**src/rtl/fila_entrada_tarefas_pkg.sv**
```systemverilog
// rtl/fila_entrada_tarefas_pkg.sv - shared definitions for the job input queue
//
// Purpose : FSM state encoding of the issue sequencer and the latency of the
//           attached control FSM (start cycle to valid strobe).
package fila_entrada_tarefas_pkg;

    typedef enum logic [1:0] {
        ST_IDLE  = 2'd0,
        ST_ISSUE = 2'd1,
        ST_WAIT  = 2'd2
    } estado_t;

    // Cycles from the control FSM's start cycle to its valid strobe.
    localparam int CTRL_LAT = 7;

endpackage

```
**src/rtl/fila_circular.sv**
```systemverilog
// rtl/fila_circular.sv - parameterised circular FIFO
//
// Purpose : circular buffer of DEPTH entries of WIDTH bits.
// Ports   : clock, reset (sync, active-high)
//           push, wr_data    - write side; ignored while full
//           pop              - read side; ignored while empty
//           head             - entry at the read pointer
//           count            - occupancy, 0..DEPTH
//           full, empty      - occupancy flags
// DEPTH must be a power of two and at least 2, so that the pointers wrap
// naturally at their bit width.
module fila_circular #(
    parameter int WIDTH = 16,
    parameter int DEPTH = 4
) (
    input  logic                     clock,
    input  logic                     reset,
    input  logic                     push,
    input  logic [WIDTH-1:0]         wr_data,
    input  logic                     pop,
    output logic [WIDTH-1:0]         head,
    output logic [$clog2(DEPTH):0]   count,
    output logic                     full,
    output logic                     empty
);

    localparam int AW = $clog2(DEPTH);
    localparam logic [AW-1:0] PTR_ONE = AW'(1);
    localparam logic [AW:0]   CNT_ONE = (AW+1)'(1);
    localparam logic [AW:0]   CNT_MAX = (AW+1)'(DEPTH);

    logic [WIDTH-1:0] mem [DEPTH];
    logic [AW-1:0]    wr_ptr;
    logic [AW-1:0]    rd_ptr;
    logic             do_push;
    logic             do_pop;

    assign full    = (count == CNT_MAX);
    assign empty   = (count == '0);
    assign do_push = push && !full;
    assign do_pop  = pop && !empty;
    assign head    = mem[rd_ptr];

    // Storage carries no reset: contents are only read once counted in.
    always_ff @(posedge clock) begin
        if (do_push) begin
            mem[wr_ptr] <= wr_data;
        end
    end

    always_ff @(posedge clock) begin
        if (reset) begin
            wr_ptr <= '0;
            rd_ptr <= '0;
            count  <= '0;
        end else begin
            if (do_push) begin
                wr_ptr <= wr_ptr + PTR_ONE;
            end
            if (do_pop) begin
                rd_ptr <= rd_ptr + PTR_ONE;
            end
            case ({do_push, do_pop})
                2'b10:   count <= count + CNT_ONE;
                2'b01:   count <= count - CNT_ONE;
                default: count <= count;
            endcase
        end
    end

endmodule

```
**src/rtl/fila_entrada_tarefas.sv**
```systemverilog
// rtl/fila_entrada_tarefas.sv - operand queue and job issuer for bloco_controle
//
// Purpose : buffers X operands, issues one start pulse per job to the control
//           FSM, holds X for the whole job and captures the result S.
// Ports   : clock, reset (sync, active-high, shared with the control FSM)
//           in_data/in_valid/in_ready      - operand input handshake
//           x_out                          - operand to the datapath X register
//           start                          - one-cycle job request
//           ctrl_ready, ctrl_valid, s_in   - control FSM status and result
//           out_data/out_valid/out_ready   - result output handshake
//           count                          - FIFO occupancy
//           busy                           - job in flight (ISSUE or WAIT)
module fila_entrada_tarefas
    import fila_entrada_tarefas_pkg::*;
#(
    parameter int WIDTH = 16,
    parameter int DEPTH = 4
) (
    input  logic                     clock,
    input  logic                     reset,
    input  logic [WIDTH-1:0]         in_data,
    input  logic                     in_valid,
    output logic                     in_ready,
    output logic [WIDTH-1:0]         x_out,
    output logic                     start,
    input  logic                     ctrl_ready,
    input  logic                     ctrl_valid,
    input  logic [WIDTH-1:0]         s_in,
    output logic [WIDTH-1:0]         out_data,
    output logic                     out_valid,
    input  logic                     out_ready,
    output logic [$clog2(DEPTH):0]   count,
    output logic                     busy
);

    estado_t          state;
    estado_t          state_next;
    logic             fifo_full;
    logic             fifo_empty;
    logic             push;
    logic             issue;
    logic [WIDTH-1:0] head;

    // in_ready looks only at occupancy, so a full FIFO refuses a push even in
    // the cycle a job is popped.
    assign in_ready = !fifo_full;
    assign push     = in_valid && in_ready;

    // A job is issued only with the output register empty, so an undelivered
    // result can never be overwritten.
    assign issue = (state == ST_IDLE) && !fifo_empty && ctrl_ready && !out_valid;

    fila_circular #(
        .WIDTH (WIDTH),
        .DEPTH (DEPTH)
    ) u_fila (
        .clock   (clock),
        .reset   (reset),
        .push    (push),
        .wr_data (in_data),
        .pop     (issue),
        .head    (head),
        .count   (count),
        .full    (fifo_full),
        .empty   (fifo_empty)
    );

    always_ff @(posedge clock) begin
        if (reset) begin
            state <= ST_IDLE;
        end else begin
            state <= state_next;
        end
    end

    // ctrl_valid outside WAIT is a protocol error and is simply ignored.
    always_comb begin
        state_next = state;
        case (state)
            ST_IDLE:  if (issue) state_next = ST_ISSUE;
            ST_ISSUE: state_next = ST_WAIT;
            ST_WAIT:  if (ctrl_valid) state_next = ST_IDLE;
            default:  state_next = ST_IDLE;
        endcase
    end

    assign start = (state == ST_ISSUE);
    assign busy  = (state == ST_ISSUE) || (state == ST_WAIT);

    // x_out moves only on the issue edge, so it stays stable through the
    // control FSM's load cycle and the whole job.
    always_ff @(posedge clock) begin
        if (reset) begin
            x_out <= '0;
        end else if (issue) begin
            x_out <= head;
        end
    end

    // Capture takes priority over delivery.
    always_ff @(posedge clock) begin
        if (reset) begin
            out_data  <= '0;
            out_valid <= 1'b0;
        end else if ((state == ST_WAIT) && ctrl_valid) begin
            out_data  <= s_in;
            out_valid <= 1'b1;
        end else if (out_valid && out_ready) begin
            out_valid <= 1'b0;
        end
    end

endmodule

```
**config.mk**
```make
export PLATFORM = sky130hd
export DESIGN_NAME = fila_entrada_tarefas
export DESIGN_NICKNAME = d
export VERILOG_FILES = /design/src/rtl/fila_entrada_tarefas_pkg.sv /design/src/rtl/fila_circular.sv /design/src/rtl/fila_entrada_tarefas.sv
export SDC_FILE = /design/constraint.sdc
export NUM_CORES = 1
export LEC_CHECK = 0
export ABC_AREA = 1
export BUFFER_PORTS_ARGS = -buffer_cell sky130_fd_sc_hd__clkbuf_2
export CORE_MARGIN = 5
export CORE_UTILIZATION = 30
export DETAILED_ROUTE_END_ITERATION = 16
export SLEW_MARGIN = 0
export SYNTH_ARGS = -nofsm -noshare
export SYNTH_HDL_FRONTEND = slang
export SYNTH_SLANG_ARGS = --single-unit
```
**constraint.sdc**
```tcl
create_clock -name clock -period 2.32 [get_ports clock]
set_input_delay 0.116 -clock clock [delete_from_list [all_inputs] [get_ports clock]]
set_output_delay 0.116 -clock clock [all_outputs]
set_load 0.02 [all_outputs]
```
==> results of run 1 <==
[synth_stat cells]
cell type / count
o21ai_0: 48
inv_1: 15
inv_2: 5
buf_2: 7
fa_1: 1
ha_1: 9
xor2_1: 1
nand3_1: 4
buf_6: 5
inv_4: 1
clkbuf_2: 1
nand2_1: 9
nor2_2: 1
o21ai_1: 37
dfxtp_1: 42
a21oi_1: 9
nand2_2: 2
nor2_1: 125
edfxtp_1: 64
clkbuf_1: 3
buf_4: 4
or2_2: 1
[cell usage in the layout, fill, tap and decap left out, drive strengths merged]
cell,Yosys,final
nor2,126,126
clkbuf,4,85
o21ai,85,85
edfxtp,64,64
dfxtp,42,42
inv,21,24
dlygate4sd3,0,14
nand2,11,11
a21oi,9,9
buf,16,9
ha,9,9
nand3,4,4
clkinv,0,4
xor2,1,1
or2,1,1
fa,1,1
[kinds of logic (layout without fill, tap and decap cells)]
| logic type | count (synthesis) | count (layout) | synth area share (%) |
|---|---|---|---|
| compound gates | 94 | 94 | 11.4 |
| flops | 106 | 106 | 66.7 |
| buf+inv | 41 | 136 | 5.29 |
| simple gates | 142 | 142 | 13.2 |
| fa+ha+maj | 10 | 10 | 3.20 |
| xor+xnor | 1 | 1 | 0.212 |
[worst max-delay path: cells and delay by family (launching register included)]
kind | cells | cell delay, ns
and+or+nand+nor | 4 | 0.56
AOI/OAI and AO/OA | 2 | 0.20
adders and majority gates | 3 | 0.71
DFF | 1 | 0.34
buffers and inverters | 4 | 0.24
[stage by stage]
stage	setup slack [ns]	hold WS, ns	std cells	util [%]
6_report	0.214	0.0163	669	37.3
2_1_floorplan	0.177	0.185	394	-
5_1_grt	0.0315	0.0115	669	37.3
4_1_cts	0.158	0.00520	669	37.3
3_3_place_gp	0.251	0.331	639	34.1
3_5_place_dp	0.186	0.340	639	34.1
[path summary, 6_finish.rpt]
path,startpoint,endpoint,slack (ns),depth (start not counted)
max,state[0],u_fila.count[2],0.21,13
min,reset,out_valid,0.02,2
min reg2reg,out_data[15],out_data[15],0.49,2
max reg2reg,state[0],u_fila.count[2],0.21,13
[registers in the layout (all words and copies together), names as in the netlist]
signal and count:
u_fila.mem 64, out_data 16, x_out 16, u_fila.count 3
state 2, u_fila.rd_ptr 2, u_fila.wr_ptr 2, out_valid 1
[layer usage]
layer	part of all wire, %	up-vias	routed length (um)
met4	0.86	0	74
met3	7.4	6	640
li1	-	1502	-
met5	0	-	0
met1	44	1402	3820
met2	48	71	4100
[final cells by class]
class	count	area, um^2
fillers	1354	8600
repair buffers	99	588
multi-input cells	247	1160
well taps	180	225
inverters	21	81.3
clock buffers	9	225
clock inverters	7	71.3
flip-flops and latches	106	2760
[power by group]
| part | total (mW) | internal [mW] | switching [mW] |
|---|---|---|---|
| registers | 2.45 | 2.30 | 0.143 |
| logic | 1.62 | 0.538 | 1.09 |
| clock network | 1.46 | 0.758 | 0.701 |
[what timing repair did]
action                                  4_1_cts  5_1_grt
endpoints found under the setup margin        0        1
buffers inserted                              0        0
hold buffers                                 14        0
resized for setup                             0        3
hold endpoints to repair                     53        0
==> impl_metrics.yaml, run 1 <==
cts:
  htree_levels: 3
  insertion_delay_ns: 0.34
  clockRootBuffer: "clkbuf_16"
  cts-buffers-inserted: 9
  clock-sinks: 106
  cts_tree: "built"
  clk_pin_slew_ns: 0.08
  cts.path.max_buffers: 2
status:
  outcome: "completed"
grt:
  grtUsageTotal_pct: 10.8
  grtUsageMet3_pct: 3.47
  antenna_found_initial: 0
  grt-ovfl-total: 0
  use_met1_pct: 13.4
  grt_pass1_wl_mm: 14.1
  grt_max_degree: 35
  grt_util_met2_pct: 18.0
  busiest_layer: "met2"
  grt_pass1_vias: 2886
route:
  via_count: 2981
  drtIter0Drc: 96
  wirelength_mm: 8.63
  post-route-drc-count: 0
  vias_per_cell: 4.46
  routedWlPerCell_um: 12.9
  drtPass1Iterations: 4
  ant_nets: 0
synth:
  seq_area_frac_synth_pct: 66.7
  synthCells: 394
  ys_seq_elements: 106
  ys_warn_count: 0
  avgSynthCellArea_um2: 10.5
  synthesis.area_um2: 4140
  synth_fp_nets: 442
  synth_top_area_cell: "edfxtp_1"
  yosysTopAreaCellShare_pct: 46.4
  yosysUniqueCellTypes: 22
  yosys-top-cells-area: "edfxtp_1 (46%), dfxtp_1 (20%), nor2_1 (11%), o21ai_0 (5.8%), o21ai_1 (4.5%)"
floorplan:
  initial_core_util_pct: 30.2
  rows: 43
  die_x_um: 127
  die-area_um2: 16300
  io_pins: 77
  chipHeight_um: 127
  core_um2: 13700
flow_run:
  cap_violations: 0
pwr:
  power.leakage_nw: 2.02
  finalPower_mw: 5.53
  vdd_drop_max_v: 0.000395
  p_per_area_nw_per_um2: 1080
sta:
  rsz0062_at_grt: "no"
  drv_slew: 0
  period_share_pct: 90.8
  worst_pin_slew_ns: 0.578
  fin_skew_ns: 0.00759
  hold_viol_final: 0
  setup_tns_ns: 0
  finalSetupViolations: 0
  max_freq_mhz: 475
  slew_headroom_pct: 61.4
  period_minus_slack_ns: 2.11
worst_setup_path:
  worstPathRequired_ns: 2.60
  path_cells: "inv_2, ha_2, inv_2, nor2_2, nand2_2, inv_4, ha_1, inv_1, fa_1, or2_2, nand2_1, o21ai_0, a21oi_1"
  end_kind: "register"
  path_class: "reg -> reg"
  arrival_ns: 2.38
  cp_common_cell: "inv_2"
  critPathMaxFanout: 3
  critPathMaxStageDelay_ns: 0.38
  cp_slowest_cell: "fa_1"
  startpoint_type: "register"
layout:
  area_growth_pct: 23.5
  antenna_cells: 0
  final_layout_size_suffix_gt1_share_pct: 23.3
  stdcell_area_um2: 5120
  nets: 532
place:
  placement.io_buffers: 76
  placed_area_um2: 4680
  gp_congestion: 0.815
  place_hpwl_mm: 5.91
worst_hold_path:
  hold_class: "in -> reg"
Note: power is estimated with default switching activity, not from simulation.
==> inputs of run 2 (changes only) <==
--- a/config.mk
+++ b/config.mk
@@ -5,7 +5,6 @@
 export SDC_FILE = /design/constraint.sdc
 export NUM_CORES = 1
 export LEC_CHECK = 0
-export ABC_AREA = 1
 export BUFFER_PORTS_ARGS = -buffer_cell sky130_fd_sc_hd__clkbuf_2
 export CORE_MARGIN = 5
 export CORE_UTILIZATION = 30
==> run 2 against run 1 <==
Non-clock buffer count increased by 18; count of clock-buffer cells in the layout increased by 1; critical path depth decreased by 5; worst setup slack got worse by 0.034 ns; highest routed layer unchanged.
==> impl_metrics.yaml, run 2 <==
route:
  wirelength_mm: 9.16
  drtPass1Iterations: 4
  via_count: 2685
  vias_per_cell: 4.51
  drtIter0Drc: 108
  routedWlPerCell_um: 15.4
  ant_nets: 0
  post-route-drc-count: 0
cts:
  clock-sinks: 106
  cts.path.max_buffers: 2
  clk_pin_slew_ns: 0.07
  insertion_delay_ns: 0.34
  cts-buffers-inserted: 9
  cts_tree: "built"
  htree_levels: 3
  clockRootBuffer: "clkbuf_16"
pwr:
  vdd_drop_max_v: 0.000509
  finalPower_mw: 5.60
  p_per_area_nw_per_um2: 1040
  power.leakage_nw: 1.96
synth:
  yosysTopAreaCellShare_pct: 46.3
  synthTopCellsByCount: "edfxtp_1 (64), dfxtp_1 (42), a21oi_1 (36), nand2_1 (34)"
  yosys-top-cells-area: "edfxtp_1 (46%), dfxtp_1 (20%), mux4_2 (8.7%), a21oi_1 (4.3%), nand2_1 (3.1%)"
  synth_edf_count: 64
  synth_top_area_cell: "edfxtp_1"
  avgSynthCellArea_um2: 13.7
  seq_area_frac_synth_pct: 66.6
  async_flop_share_pct: 0
  synth_fp_nets: 350
  synth_ff_type: "edfxtp_1"
  ys_warn_count: 0
  yosysUniqueCellTypes: 34
  synth_most_common_cell: "edfxtp_1"
  synthCells: 302
  ys_seq_elements: 106
  synthesis.area_um2: 4150
worst_setup_path:
  worstPathRequired_ns: 2.59
  critPathMaxFanout: 7
  arrival_ns: 2.41
  startpoint_type: "register"
  worst-r2r-cell-count: 8
  path_class: "reg -> reg"
  end_kind: "register"
grt:
  antenna_found_initial: 0
  grtUsageTotal_pct: 11.6
  grt-ovfl-total: 0
  grt_pass1_vias: 2829
  grt_pass1_wl_mm: 14.5
  grt_max_degree: 30
floorplan:
  core_um2: 13700
  io_pins: 77
  die_x_um: 128
  chipHeight_um: 128
  rows: 43
  initial_core_util_pct: 30.2
  die-area_um2: 16300
layout:
  area_growth_pct: 29.9
  final_common_cell: "clkbuf_2"
  fin_cells: 595
  final_layout_size_suffix_gt1_share_pct: 33.5
  reg.largest.list: "u_fila.mem: 64 flops, out_data: 16 flops, x_out: 16 flops"
  largest_reg_flops: 64
  antenna_cells: 0
  nFillCells: 1318
  stdcell_area_um2: 5390
  final_cell_mix: "clkbuf_2 (76), edfxtp_1 (64), dfxtp_1 (37)"
  nets: 458
  largest_register: "u_fila.mem"
status:
  outcome: "completed"
sta:
  hold_viol_final: 0
  drv_slew: 0
  worst_pin_slew_ns: 0.765
  period_share_pct: 92.3
  finalSetupViolations: 0
  rsz0062_at_grt: "no"
  max_freq_mhz: 467
  slew_headroom_pct: 49.0
  fin_skew_ns: 0.00760
  period_minus_slack_ns: 2.14
place:
  dpl.cell_count: 547
  gp_congestion: 0.802
  place_hpwl_mm: 5.92
  placement.io_buffers: 76
  placed_area_um2: 4730
worst_hold_path:
  hold_class: "in -> reg"
  holdPathStages: 3
flow_run:
  cap_violations: 0
[run 2: cell count changes in the layout (fill, tap and decap cells not counted), sizes merged, moves of 14 or more]
cell	before	now
nor2	126	5
o21ai	85	18
a21oi	9	38
nand2	11	34
dlygate4sd3	14	30
mux4	0	16
nand3	4	18
[run 2: per-stage QoR]
step / util (%) / TNS [ns] / worst slack, ns / hold slack, ns
3_5_place_dp: 34.4 / -0.00501 / -0.00501 / 0.335
5_1_grt: 39.3 / 0 / 0.0793 / 0.0311
4_1_cts: 39.0 / 0 / 0.0126 / 0.00211
3_3_place_gp: 34.4 / 0 / 0.102 / 0.332
2_1_floorplan: - / 0 / 0.00294 / 0.215
6_report: 39.3 / 0 / 0.179 / 0.0163
[run 2: path summary, 6_finish.rpt]
| check | start | to | slack [ns] |
|---|---|---|---|
| setup / recovery | u_fila.count[2] | u_fila.count[2] | 0.18 |
| hold / removal | s_in[6] | out_data[6] | 0.02 |
| setup reg to reg | u_fila.count[2] | u_fila.count[2] | 0.18 |
| hold reg to reg | out_data[8] | out_data[8] | 0.46 |
[run 2: critical path, stage by stage (launching register included)]
cell     delay, ns
dfxtp_2       0.40
or3b_1        0.39
nand2_1       0.09
ha_2          0.17
inv_1         0.05
fa_2          0.33
xor2_1        0.16
or3_4         0.34
a21oi_2       0.11
[run 2: logic make-up (layout without fill, tap and decap cells)]
kind of cell | Yosys count | in the layout | synth area share (%)
fa+ha+maj | 10 | 10 | 3.20
buf+inv | 29 | 142 | 3.50
compound gates | 61 | 61 | 8.08
simple gates | 76 | 76 | 9.02
flops | 106 | 106 | 66.6
xor+xnor | 2 | 2 | 0.422
mux | 18 | 18 | 9.17
[run 2: final cells by class]
cell class,count,area [um^2],share of cell area [%]
clock buffer,10,229,4.25
sequential,106,2770,51.4
tap,180,225,4.18
clock inverter,6,98.8,1.83
timing repair buffer,117,776,14.4
inverter,9,33.8,0.627
multi-input combinational,167,1260,23.3
[run 2: timing repair]
item,CTS,global route
setup endpoints to repair,1,1
endpoints found under the hold margin,78,0
resized for setup,1,9
pin swaps,0,4
setup buffers,0,2
hold buffers,30,0
cloned,0,0
[run 2: power breakdown]
part / switching [mW] / leakage (nW) / total, mW / internal [mW]
logic: 0.941 / 0.870 / 1.58 / 0.641
clock network: 0.687 / 0.157 / 1.65 / 0.963
registers: 0.128 / 0.930 / 2.36 / 2.24
total: 1.76 / 1.96 / 5.60 / 3.84
[run 2: per-layer routing]
metal	wire length, um	track usage [%]
met5	0	0
met1	3950	13.9
met4	121	3.56
met2	4560	20.2
met3	524	3.18
==> inputs of run 3 (changes only) <==
==> constraint.sdc (replaced) <==
create_clock -name clock -period 2.7 [get_ports clock]
set_input_delay 0.135 -clock clock [delete_from_list [all_inputs] [get_ports clock]]
set_output_delay 0.135 -clock clock [all_outputs]
set_load 0.02 [all_outputs]
==> run 3 against run 2 <==
Core utilization shrank 1.5 points; register-to-register slack gained 0.13 ns; via count shrank 0.41%; critical path depth grew 2; fmax shrank 11%; sequential power shrank 14%; non-clock buffer count shrank 15; cell count shrank 2.5%; largest power group unchanged; largest cell class unchanged; die area is the same; highest routed layer unchanged.
==> impl_metrics.yaml, run 3 (same netlist as run 2, synthesis figures left out) <==
worst_setup_path:
  critPathMaxFanout: 4
  cp_slowest_cell: "or3_2"
  worst-r2r-cell-count: 10
  startpoint_type: "register"
  end_kind: "register"
  path_cells: "inv_1, ha_1, nand3b_1, nor2_1, ha_1, inv_1, fa_1, xor2_1, or3_2, a21oi_1"
  crit_start: "state[0]"
  r2r_end: "u_fila.count[2]"
  path_class: "reg -> reg"
  endpoint: "u_fila.count[2]"
  r2r_slack_ns: 0.31
  r2r-start: "state[0]"
  worstPathRequired_ns: 2.97
  critPathMaxStageDelay_ns: 0.40
  arrival_ns: 2.66
layout:
  final_cell_mix: "clkbuf_2 (76), edfxtp_1 (64), dfxtp_1 (42)"
  final_layout_size_suffix_gt1_share_pct: 30.8
  area_growth_pct: 24.9
  reg.largest.list: "u_fila.mem: 64 flops, out_data: 16 flops, x_out: 16 flops"
  nets: 443
  antenna_cells: 0
  nFillCells: 1347
  final_common_cell: "clkbuf_2"
  largest_reg_flops: 64
  largest_register: "u_fila.mem"
  fin_util_pct: 37.8
  stdcell_area_um2: 5180
sta:
  max_freq_mhz: 418
  hold_viol_final: 0
  finalSetupViolations: 0
  rsz0062_at_grt: "no"
  period_minus_slack_ns: 2.39
  worst_pin_slew_ns: 0.799
  drv_slew: 0
  setup_tns_ns: 0
  slew_headroom_pct: 46.7
  fin_skew_ns: 0.00634
  period_share_pct: 88.7
floorplan:
  core_um2: 13700
  io_pins: 77
  rows: 43
  chipHeight_um: 128
  initial_core_util_pct: 30.2
  die_x_um: 128
  die-area_um2: 16300
pwr:
  p_per_area_nw_per_um2: 880
  power.leakage_nw: 1.87
  vdd_drop_max_v: 0.000336
  finalPower_mw: 4.56
grt:
  grtUsageTotal_pct: 11.7
  grt_pass1_wl_mm: 14.6
  grt_max_degree: 38
  antenna_found_initial: 0
  grt-ovfl-total: 0
  grt_pass1_vias: 2807
place:
  placed_area_um2: 4710
  place_hpwl_mm: 6.00
  gp_congestion: 0.776
  placement.io_buffers: 76
cts:
  htree_levels: 3
  cts-buffers-inserted: 9
  cts_tree: "built"
  cts.path.max_buffers: 2
  clock-sinks: 106
  insertion_delay_ns: 0.35
  clockRootBuffer: "clkbuf_16"
  clk_pin_slew_ns: 0.07
  postCtsSetupBuffers: 0
status:
  outcome: "completed"
route:
  wirelength_mm: 9.08
  routedWlPerCell_um: 15.7
  post-route-drc-count: 0
  vias_per_cell: 4.61
  drtPass1Iterations: 4
  ant_nets: 0
  drtIter0Drc: 150
  via_count: 2674
flow_run:
  cap_violations: 0
worst_hold_path:
  hold_class: "in -> reg"
-- run 3: cell types whose count changed in the layout (fill, tap and decap cells not counted), sizes merged --
cell and change:
inv +1, buf -4, clkinv +2, clkbuf -1
bufinv -2, dlygate4sd3 -11
-- run 3: stage by stage --
step | instances | worst slack (ns) | hold WS (ns)
after floorplan | 302 | 0.286 | 0.234
after global placement | 545 | 0.441 | 0.353
after detailed placement | 545 | 0.325 | 0.363
after CTS | 580 | 0.314 | 0.000462
after global routing | 580 | 0.146 | 0.00827
final | 580 | 0.306 | 0.0116
-- run 3: metal layers --
metal	routed length [um]	GRT usage, %	vias up
met5	0	0	-
met3	590	3.39	12
met2	4340	19.4	80
met1	4000	14.6	1289
li1	-	-	1293
met4	149	4.12	0
-- run 3: what timing repair did --
action	4_1_cts	5_1_grt
gates resized for setup	0	0
hold buffers	19	0
hold endpoints to repair	53	0
-- run 3: worst max-delay path, delay by kind of cell, from the launching register on --
family,cells,cell delay [ns]
simple gates,3,0.71
buf+inv,2,0.17
flops,1,0.33
xor+xnor,1,0.16
compound gates,1,0.14
fa+ha+maj,3,0.81
-- run 3: worst min path at each step --
stage / startpoint / to / slack [ns] / cells past startpoint
2_1_floorplan: in_data[0] / u_fila.mem[0][0] / 0.23 / 0
3_5_place_dp: in_data[8] / u_fila.mem[3][8] / 0.36 / 1
5_1_grt: in_data[3] / u_fila.mem[2][3] / 0.008 / 1
3_3_place_gp: in_data[14] / u_fila.mem[2][14] / 0.35 / 1
6_report: in_data[3] / u_fila.mem[2][3] / 0.01 / 1
4_1_cts: in_data[3] / u_fila.mem[2][3] / 0.0005 / 1
-- run 3: final cells by class --
cell class / instances / area (um^2) / area share (%)
clock buffer: 9 / 225 / 4.35
clock inverter: 7 / 60.1 / 1.16
inverter: 9 / 33.8 / 0.652
multi-input combinational: 167 / 1240 / 23.9
sequential: 106 / 2760 / 53.3
tap: 180 / 225 / 4.35
timing repair buffer: 102 / 636 / 12.3
-- run 3: power by group --
group / switching, mW / internal (mW)
clock: 0.601 / 0.642
sequential: 0.127 / 1.92
combinational: 0.776 / 0.503
